### src/rtl/core_pkg.sv
// Shared core definitions: widths, well-known instruction encodings, fetch FSM states.
package core_pkg;
  localparam int XLEN = 64;
  localparam logic [31:0] NOP_INSN    = 32'h00000013;
  localparam logic [31:0] EBREAK_INSN = 32'h00100073;

  typedef enum logic {
    RUN  = 1'b0,
    HALT = 1'b1
  } fetch_state_e;
endpackage

### src/rtl/if_id_register.sv
// Pipeline holding register (valid/pc/instr) with load, flush and drain-on-transfer.
module if_id_register
  import core_pkg::*;
#(
  parameter int W = XLEN
) (
  input  logic         clk,
  input  logic         reset,
  input  logic         flush,
  input  logic         load,
  input  logic         ready,
  input  logic [W-1:0] pc_in,
  input  logic [31:0]  instr_in,
  output logic         valid,
  output logic [W-1:0] pc,
  output logic [31:0]  instr
);
  always_ff @(posedge clk) begin
    if (!reset) begin
      valid <= 1'b0;
      pc    <= '0;
      instr <= NOP_INSN;
    end else if (flush) begin
      valid <= 1'b0;
    end else if (load) begin
      valid <= 1'b1;
      pc    <= pc_in;
      instr <= instr_in;
    end else if (valid && ready) begin
      // Consumer took the entry and nothing replaces it (e.g. fetch halted).
      valid <= 1'b0;
    end
  end
endmodule

### src/rtl/instruction_fetch.sv
// RV64 fetch stage: PC, RUN/HALT FSM, redirect/flush, IF/ID handshake toward decode.
// Optional macro IFETCH_MISALIGN_CHK_EN: misaligned redirect halts and flags fetch_misalign.
module instruction_fetch
  import core_pkg::*;
#(
  parameter int              XLEN      = core_pkg::XLEN,
  parameter logic [XLEN-1:0] RESET_PC  = '0,
  parameter logic [31:0]     HALT_INSN = EBREAK_INSN
) (
  input  logic            clk,
  input  logic            reset,
  input  logic            branch_taken,
  input  logic [XLEN-1:0] branch_target,
  input  logic            id_ready,
  output logic [XLEN-1:0] Inst_address,
  input  logic [31:0]     Instruction,
  output logic            if_id_valid,
  output logic [XLEN-1:0] if_id_pc,
  output logic [31:0]     if_id_instr,
`ifdef IFETCH_MISALIGN_CHK_EN
  output logic            fetch_misalign,
`endif
  output logic            halted
);
  fetch_state_e    state_q, state_d;
  logic [XLEN-1:0] pc_q, pc_d;
  logic            load, ld_en, flush;

  assign load         = !if_id_valid || id_ready;
  assign Inst_address = pc_q;
  assign halted       = (state_q == HALT);

`ifdef IFETCH_MISALIGN_CHK_EN
  logic misalign_q, misalign_d;
  assign fetch_misalign = misalign_q;
`endif

  always_comb begin
    state_d = state_q;
    pc_d    = pc_q;
    ld_en   = 1'b0;
    flush   = 1'b0;
`ifdef IFETCH_MISALIGN_CHK_EN
    misalign_d = misalign_q;
`endif
    if (branch_taken) begin
      flush = 1'b1;
`ifdef IFETCH_MISALIGN_CHK_EN
      if (branch_target[1:0] != 2'b00) begin
        state_d    = HALT;
        misalign_d = 1'b1;
      end else begin
        pc_d    = branch_target;
        state_d = RUN;
      end
`else
      pc_d    = branch_target & ~XLEN'(3);
      state_d = RUN;
`endif
    end else if (state_q == RUN && load) begin
      ld_en = 1'b1;
      // EBREAK is delivered but fetch parks on its address.
      if (Instruction == HALT_INSN) state_d = HALT;
      else                          pc_d    = pc_q + XLEN'(4);
    end
  end

  always_ff @(posedge clk) begin
    if (!reset) begin
      state_q <= RUN;
      pc_q    <= RESET_PC;
`ifdef IFETCH_MISALIGN_CHK_EN
      misalign_q <= 1'b0;
`endif
    end else begin
      state_q <= state_d;
      pc_q    <= pc_d;
`ifdef IFETCH_MISALIGN_CHK_EN
      misalign_q <= misalign_d;
`endif
    end
  end

  if_id_register #(.W(XLEN)) u_if_id (
    .clk      (clk),
    .reset    (reset),
    .flush    (flush),
    .load     (ld_en),
    .ready    (id_ready),
    .pc_in    (pc_q),
    .instr_in (Instruction),
    .valid    (if_id_valid),
    .pc       (if_id_pc),
    .instr    (if_id_instr)
  );
endmodule

### config.mk
export PLATFORM = sky130hd
export DESIGN_NAME = instruction_fetch
export DESIGN_NICKNAME = d
export VERILOG_FILES = /design/src/rtl/core_pkg.sv /design/src/rtl/if_id_register.sv /design/src/rtl/instruction_fetch.sv
export SDC_FILE = /design/constraint.sdc
export NUM_CORES = 1
export LEC_CHECK = 0
export BUFFER_PORTS_ARGS = -buffer_cell sky130_fd_sc_hd__buf_4
export CORE_MARGIN = 2
export CORE_UTILIZATION = 53
export CTS_BUF_LIST = sky130_fd_sc_hd__clkbuf_4 sky130_fd_sc_hd__clkbuf_8
export DETAILED_ROUTE_END_ITERATION = 10
export PLACE_DENSITY = 0.83
export SYNTH_ARGS = -nofsm -noshare
export SYNTH_HDL_FRONTEND = slang
export SYNTH_HIERARCHICAL = 1
export SYNTH_SLANG_ARGS = --single-unit
### constraint.sdc
create_clock -name clk -period 2.25 [get_ports clk]
set_input_delay 0.225 -clock clk [delete_from_list [all_inputs] [get_ports clk]]
set_output_delay 0.225 -clock clk [all_outputs]
set_load 0.01 [all_outputs]
# Word-level counts from Yosys, hierarchy flattened
# Cells that the tools add are included.
[totals]
reg_bits = 162
[op_classes]
addsub = 1
eq_ne = 2
muxes = 8
bitwise = 4
reduce_logical = 12
[ops]
columns = ["op", "n"]
rows = [
  ["64-bit 2-to-1 mux", 3],
  ["64-bit by 3-bit adder with 64-bit output, second input constant", 1],
  ["32-bit by 21-bit == test with 1-bit output, second input constant", 1],
  ["2-bit AND reduction", 4],
  ["1-bit 2-to-1 mux", 5],
  ["1-bit inverter", 4],
  ["2-bit nonzero test", 2],
  ["2-bit OR reduction", 2],
  ["1-bit logical AND", 2],
  ["2-bit inequality test, second input constant", 1],
  ["1-bit logical NOT", 1],
  ["1-bit logical OR", 1],
]

# Longest topological paths before layout
# Gate-level depths: netlist (run 1).
[logic_depth]
ltp_word = 6
depth_mapped = 7

# Cells and area by module
# Netlist (run 1), hierarchy kept.
[modules_own_cells]
columns = ["module", "instances", "cells_each", "area_each_um2", "seq_area_each_um2"]
rows = [
  ["instruction_fetch", 1, 563, 4267.8, 1261.2],
  ["if_id_register", 1, 421, 3900.0, 1941.9],
]

# Worst setup path before layout (run 1)
# No wires, ideal clock.
[synth_timing]
path_type = "reg2reg"
from = "register pc_q[34] (netlist: Inst_address[34])"
to = "register pc_q[56] (netlist: Inst_address[56])"
setup_time_ns = 0.062
arrival_ns = 2.128
required_time_ns = 2.188
setup_slack_ns = 0.060
stages_incl_launch_ff = 6
period_less_slack_ns = 2.190
path_cell_list = "dfxtp_1 nand4_1 or3_4 or4_4 or4_1 nand3_1"
[synth_between]
elab_chain_len = 4
[synth_lines]
columns = ["element", "line", "rtl"]
rows = [
  ["from (decl)", "instruction_fetch.sv:26", "logic [XLEN-1:0] pc_q, pc_d;"],
  ["from (signal assigned)", "instruction_fetch.sv:77", "pc_q <= pc_d;"],
  ["64-bit by 3-bit adder with 64-bit output", "instruction_fetch.sv:64", "else pc_d = pc_q + XLEN'(4);"],
  ["64-bit 2-to-1 mux", "instruction_fetch.sv:63", "if (Instruction == HALT_INSN) state_d = HALT;"],
  ["64-bit 2-to-1 mux", "instruction_fetch.sv:60", "end else if (state_q == RUN && load) begin"],
  ["64-bit 2-to-1 mux", "instruction_fetch.sv:46", "if (branch_taken) begin"],
]
# Every way passes these cells. The select of a mux whose other input is x is not followed.
# A chain may end at the register's enable or synchronous reset.

# Worst setup path in the final report (run 1)
[layout_timing]
from = "register pc_q[33] (netlist: Inst_address[33])"
to = "register pc_q[44] (netlist: Inst_address[44])"
# Same word-level chain as after synthesis.

==> reports/metrics.csv, run 1 <==
stage,metric,value,unit
clocking,clockBufferDepth,2,
routing,drt-initial-drc-count,731,
routing,routed_wirelength,26600,um
logic_synthesis,synth_top_area_cell,dfxtp_1,
die,fp.dieH,128,um
logic_synthesis,async_flop_share,0,%
final_layout,fin_nets,1396,
worst_setup_path,end_kind,flip-flop,
hold_path,min-delay-start,Instruction[17],
final_layout,fillerInstances,1136,
global_routing,antenna_found_initial,0,
global_routing,grt.total_usage,31.5,%
place,dp_hpwl,18800,um
global_routing,grt_max_degree,198,
routing,first_pass_iters,7,
final_layout,final_cell_mix,"buf_4, nand2_1, dfxtp_1, mux2i_1, o21ai_0",
power,powerDensity,591,mW/mm2
clocking,clkTransAtPathRegs,0.09,ns
timing,period_needed,2.20,ns
clocking,cts_tree,done,
place,io_buffers,257,
clocking,cts_buffers,17,
timing,fmax,454,MHz
clocking,cts.sink_count,160,
final_layout,post-route-util,74.6,%
hold_path,hold_class,input pin to flip-flop,
worst_setup_path,timing.rr.start,Inst_address[33],
timing,slew_violations,0,
global_routing,grt_pass1_vias,8286,
die,die_w,128,um
job,maxCapViolCount,0,
hold_path,min_to,u_if_id/instr[17],
final_layout,area_growth_syn_to_layout,38.4,%
worst_setup_path,cp.required,2.64,ns
die,start_util,53.9,%
power,p_leak,4.60,nW
timing,tns,0,ns
die,ios,262,
logic_synthesis,synth_edf_count,0,
die,die_area,0.0164,mm2
worst_setup_path,worstSetupStartpointType,flip-flop,
timing,worst_pin_slew,0.823,ns
place,pre_cts_ws,0.0488,ns
die,core_area,0.0151,mm2
clocking,clock_latency,0.48,ns
worst_setup_path,crit_type,flip-flop to flip-flop,
worst_setup_path,ff2ff_path_depth,5,
global_routing,overflow,0,
routing,routedWlPerCell,17.8,um
worst_setup_path,r2r-end,Inst_address[44],
place,gp_congestion,0.898,
final_layout,final_common_cell,buf_4,
logic_synthesis,synth_cell_types,66,
timing,timing.final.ws_setup,0.0468,ns
final_layout,drive_gt1_share,31.5,%
routing,remaining_drc_errors,0,
hold_path,hold-path-cell-count,3,
timing,fin_crit_sh,97.9,%
clocking,cts-root-buf,clkbuf_8,
worst_setup_path,r2r_setup_slack,0.05,ns
die,rows,45,
logic_synthesis,postSynth.topFlopCell,dfxtp_1,
timing,hold_viol_final,0,
status,status,"complete, no violations",
logic_synthesis,avgSynthCellArea,8.30,um2
logic_synthesis,yosysWarnings,6,
logic_synthesis,yosys-top-cells-area,"dfxtp_1, mux2i_1, nand2_1",
clocking,cts_max_level,4,
timing,maxSlewHeadroom,45.1,%
logic_synthesis,netlist.area_leader.share,39.2,%
logic_synthesis,synth_seq_area_share,39.2,%
routing,vias_per_cell,5.92,
logic_synthesis,syn_inst,984,
logic_synthesis,synth_area,0.00817,mm2
final_layout,antenna_cells,0,
routing,ant_nets,0,
worst_setup_path,cp_data_arrival_time,2.60,ns
worst_setup_path,crit_fanout,3,
timing,fin_skew,0.0126,ns
timing,setup_violations,0,
routing,vias,8855,
power,ir_drop,0.417,mV
logic_synthesis,synth_seq_cells,160,
global_routing,grt_pass1_wl,41400,um
-- per-layer routing --
metal	vias up	global-route usage (%)	wire, um
met5	-	0	0
met2	457	52.2	12600
li1	4207	-	-
met1	4127	40.2	11000
met4	0	12.1	700
met3	64	6.97	2270
-- critical path: stages (launching register included) --
cell	delay, ns
dfxtp_1	0.36
nand4_1	0.19
or3_4	0.43
or4_1	0.57
or3_4	0.37
a211oi_1	0.22
-- state kept, by name (all words and copies together) (netlist names) --
name	cells
u_if_id/instr	32
u_if_id/pc	64
u_if_id/valid	1
halted	1
Inst_address	62
-- worst max-delay path by stage --
stage,from,to,slack [ns],depth (start not counted)
2_1_floorplan,Inst_address[34],Inst_address[56],0.06,5
3_3_place_gp,Inst_address[35],Inst_address[56],0.09,5
3_5_place_dp,Instruction[1],Inst_address[55],0.05,6
4_1_cts,Inst_address[35],Inst_address[55],0.01,5
5_1_grt,Inst_address[4],Inst_address[36],-0.01,8
6_report,Inst_address[33],Inst_address[44],0.05,5
-- kinds of logic (layout without fill, tap and decap cells) --
| logic type | count (synthesis) | in the layout | share of synthesized area, % |
|---|---|---|---|
| other cells | 1 | 4 | 0.0459 |
| flops | 160 | 160 | 39.2 |
| buf+inv | 82 | 403 | 5.91 |
| compound gates | 166 | 166 | 13.3 |
| simple gates | 469 | 469 | 28.6 |
| xor+xnor | 12 | 12 | 1.29 |
| mux | 93 | 93 | 11.4 |
| fa+ha+maj | 1 | 1 | 0.153 |
-- report_power, final --
part           leakage, nW  switching, mW  internal, mW  total [mW]
clock network        0.220           1.14          1.31        2.45
registers             1.31          0.115          2.98        3.09
logic                 3.07          0.580         0.560        1.14
-- timing repair --
item,in CTS,in global routing
resized for setup,1,13
pin swaps,0,7
buffers inserted,0,7
hold buffers,4,1
endpoints found under the setup margin,1,31
hold endpoints to repair,4,1
-- through the flow --
| step | cell area, um2 | hold slack [ns] | std cells | power, mW |
|---|---|---|---|---|
| 2_1_floorplan | 8180 | 0.367 | 987 | 3.70 |
| 3_3_place_gp | 10700 | 0.442 | 1452 | 4.24 |
| 3_5_place_dp | 10700 | 0.447 | 1452 | 4.27 |
| 4_1_cts | 11200 | 0.00270 | 1488 | 6.67 |
| 5_1_grt | 11300 | 0.00433 | 1496 | 6.91 |
| 6_report | 11300 | 0.00757 | 1496 | 6.68 |
-- area by class of cell --
class	instances	area [um2]	area share [%]
inverters	13	48.8	0.432
flip-flops and latches	160	3200	28.3
well taps	188	235	2.08
repair buffers	358	2800	24.7
clock inverters	11	178	1.57
multi-input cells	745	4570	40.4
clock buffers	21	277	2.45
-- cells in the mapped netlist, types with 3 or more instances --
cell type and number:
and4_1 8, clkbuf_1 39, buf_6 3, o211ai_1 7
nand3_1 37, nor3b_1 8, inv_1 12, nor2_1 26
and2_1 4, o2111a_1 3, or3_1 13, nor4b_1 4
nor3_1 21, nor4_1 27, dfxtp_1 160, nor2b_1 10
a31oi_1 22, nand3b_1 3, and3_1 6, o21ai_0 61
o2111ai_1 5, buf_12 4, nand2b_1 3, buf_4 9
a311oi_1 4, a211oi_1 9, o31a_1 10, xnor2_1 11
o31ai_1 13, nand2_1 233, nand4_1 32, and4_2 3
or4_1 17, a2111oi_0 4, mux2i_1 93, a21oi_1 14
buf_2 11
No activity file was read; power rests on OpenSTA's default activity.
==> inputs of run 2 (changes only) <==
Settings changed: CAP_MARGIN set to 10, REMOVE_ABC_BUFFERS set to 1, SLEW_MARGIN set to 10.
==> run 2 against run 1 <==
Compared with the run above:
- global-route usage is 0.87 points lower
- first-iteration DRC count up 8.8%
- clock power down 8.6%
- largest power group unchanged
- non-clock buffer count down 4
- via count shrank 1.6%
- critical path type unchanged
- clock skew is 0.0047 ns higher
- total power fell by 3.1%
- final cell count is 0.27% lower
- fmax grew 1.9%
- sequential share of layout area grew 0.31 points
- register-to-register slack improved by 0.04 ns
==> reports/metrics.csv, run 2 (synthesized netlist as in run 1, its figures left out) <==
stage,metric,value,unit
hold_path,hold-path-cell-count,3,
timing,timing.final.ws_setup,0.0876,ns
routing,ant_nets,0,
hold_path,min-delay-start,Instruction[10],
global_routing,antenna_found_initial,0,
final_layout,largest_reg_flops,64,
hold_path,hold_class,input pin to flip-flop,
global_routing,use_met1,40.2,%
die,fp.dieH,128,um
global_routing,grt_pass1_vias,7952,
worst_setup_path,worst-path-stages,5,
die,core_area,0.0151,mm2
clocking,cts-root-buf,clkbuf_8,
routing,vias,8717,
final_layout,post-route-util,73.9,%
place,io_buffers,257,
timing,fin_skew,0.0173,ns
worst_setup_path,worstSetupStartpointType,flip-flop,
worst_setup_path,cp.required,2.65,ns
worst_setup_path,cp_top_family,simple AND/OR/NAND/NOR gates,
routing,remaining_drc_errors,0,
worst_setup_path,r2r-end,Inst_address[56],
routing,vias_per_cell,5.84,
worst_setup_path,crit_type,flip-flop to flip-flop,
worst_setup_path,ff2ff_path_depth,5,
global_routing,grt_max_degree,119,
final_layout,antenna_cells,0,
place,dp_hpwl,18600,um
clocking,clock_latency,0.47,ns
timing,setup_violations,0,
routing,routed_wirelength,25600,um
timing,tns,0,ns
die,start_util,53.9,%
worst_setup_path,crit_chain,nand4_1 > or3_4 > or4_4 > or4_1 > nand3_1,
timing,maxSlewHeadroom,46.8,%
power,total_power,6.47,mW
final_layout,regMostFlops,u_if_id/pc,
global_routing,grtUsageMet2,48.6,%
die,ios,262,
worst_setup_path,r2r_setup_slack,0.09,ns
worst_setup_path,cp_data_arrival_time,2.56,ns
worst_setup_path,timing.rr.start,Inst_address[36],
global_routing,grt.met3_usage,7.22,%
final_layout,final_cell_mix,"buf_4, nand2_1, dfxtp_1, mux2i_1, o21ai_0",
status,status,"complete, no violations",
timing,hold_viol_final,0,
place,gp_congestion,0.899,
routing,first_pass_iters,7,
timing,rsz0062_at_grt,false,
global_routing,busiest_layer,met2,
clocking,cts.sink_count,160,
worst_setup_path,end_kind,flip-flop,
power,ir_drop,0.347,mV
global_routing,grt.total_usage,30.6,%
hold_path,min_to,u_if_id/instr[10],
global_routing,grt_pass1_wl,40200,um
final_layout,area_growth_syn_to_layout,37.0,%
die,die_w,128,um
power,powerDensity,578,mW/mm2
clocking,cts_buffers,17,
job,maxCapViolCount,0,
power,p_leak,4.56,nW
worst_setup_path,crit_path_start,Inst_address[36],
global_routing,overflow,0,
timing,slew_violations,0,
timing,worst_pin_slew,0.794,ns
routing,drt-initial-drc-count,795,
timing,period_needed,2.16,ns
routing,routedWlPerCell,17.2,um
final_layout,fin_nets,1393,
worst_setup_path,cp_num_buf_inv,0,
place,pre_cts_ws,-0.0281,ns
die,rows,45,
worst_setup_path,crit_fanout,6,
final_layout,fillerInstances,1153,
timing,whs,0.0223,ns
worst_setup_path,critPathMaxStageDelay,0.59,ns
worst_setup_path,cpMaxStageDelayCell,or4_4,
final_layout,final_common_cell,buf_4,
clocking,cts_max_level,4,
clocking,cts_tree,done,
timing,fin_crit_sh,96.1,%
final_layout,drive_gt1_share,31.1,%
clocking,clkTransAtPathRegs,0.09,ns
die,die_area,0.0164,mm2
clocking,clockBufferDepth,2,
timing,fmax,462,MHz
-- run 2: layer usage --
layer,wire length [um],vias to the layer above
li1,-,4192
met1,11000,4084
met2,11900,379
met3,2000,62
met4,782,0
met5,0,-
-- run 2: worst max-delay path by stage --
stage / to / slack, ns
after floorplan: u_if_id/instr[10] / -1.17
after global placement: Inst_address[55] / 0.01
after detailed placement: Inst_address[17] / -0.03
after CTS: Inst_address[41] / 0.001
after global routing: Inst_address[36] / 0.01
final: Inst_address[56] / 0.09
-- run 2: worst min-delay path, cell delays in order --
cell and delay (ns):
buf_4 0.11, nand2_1 0.05, mux2i_1 0.06
-- run 2: cell type report --
type | count | area (um2) | area share [%]
well taps | 188 | 235 | 2.10
inverters | 13 | 48.8 | 0.436
flip-flops and latches | 160 | 3210 | 28.7
clock buffers | 22 | 284 | 2.54
multi-input cells | 746 | 4520 | 40.4
clock inverters | 9 | 134 | 1.20
repair buffers | 354 | 2760 | 24.6
-- run 2: repair_timing --
item                                   CTS  global route
buffers inserted                         0             1
hold buffers                             3             0
setup endpoints to repair                0            69
endpoints found under the hold margin    3             0
gates resized for setup                  0             9
-- run 2: through the flow --
step	cells	area [um2]
after floorplan	918	7740
after CTS	1490	11100
after global routing	1492	11200
after detailed placement	1456	10700
final	1492	11200
after global placement	1456	10700
-- run 2: report_power, final --
group	switching, mW	leakage [nW]	internal (mW)	total [mW]
Clock	1.06	0.201	1.19	2.24
Combinational	0.571	3.05	0.563	1.13
Sequential	0.117	1.31	2.98	3.09
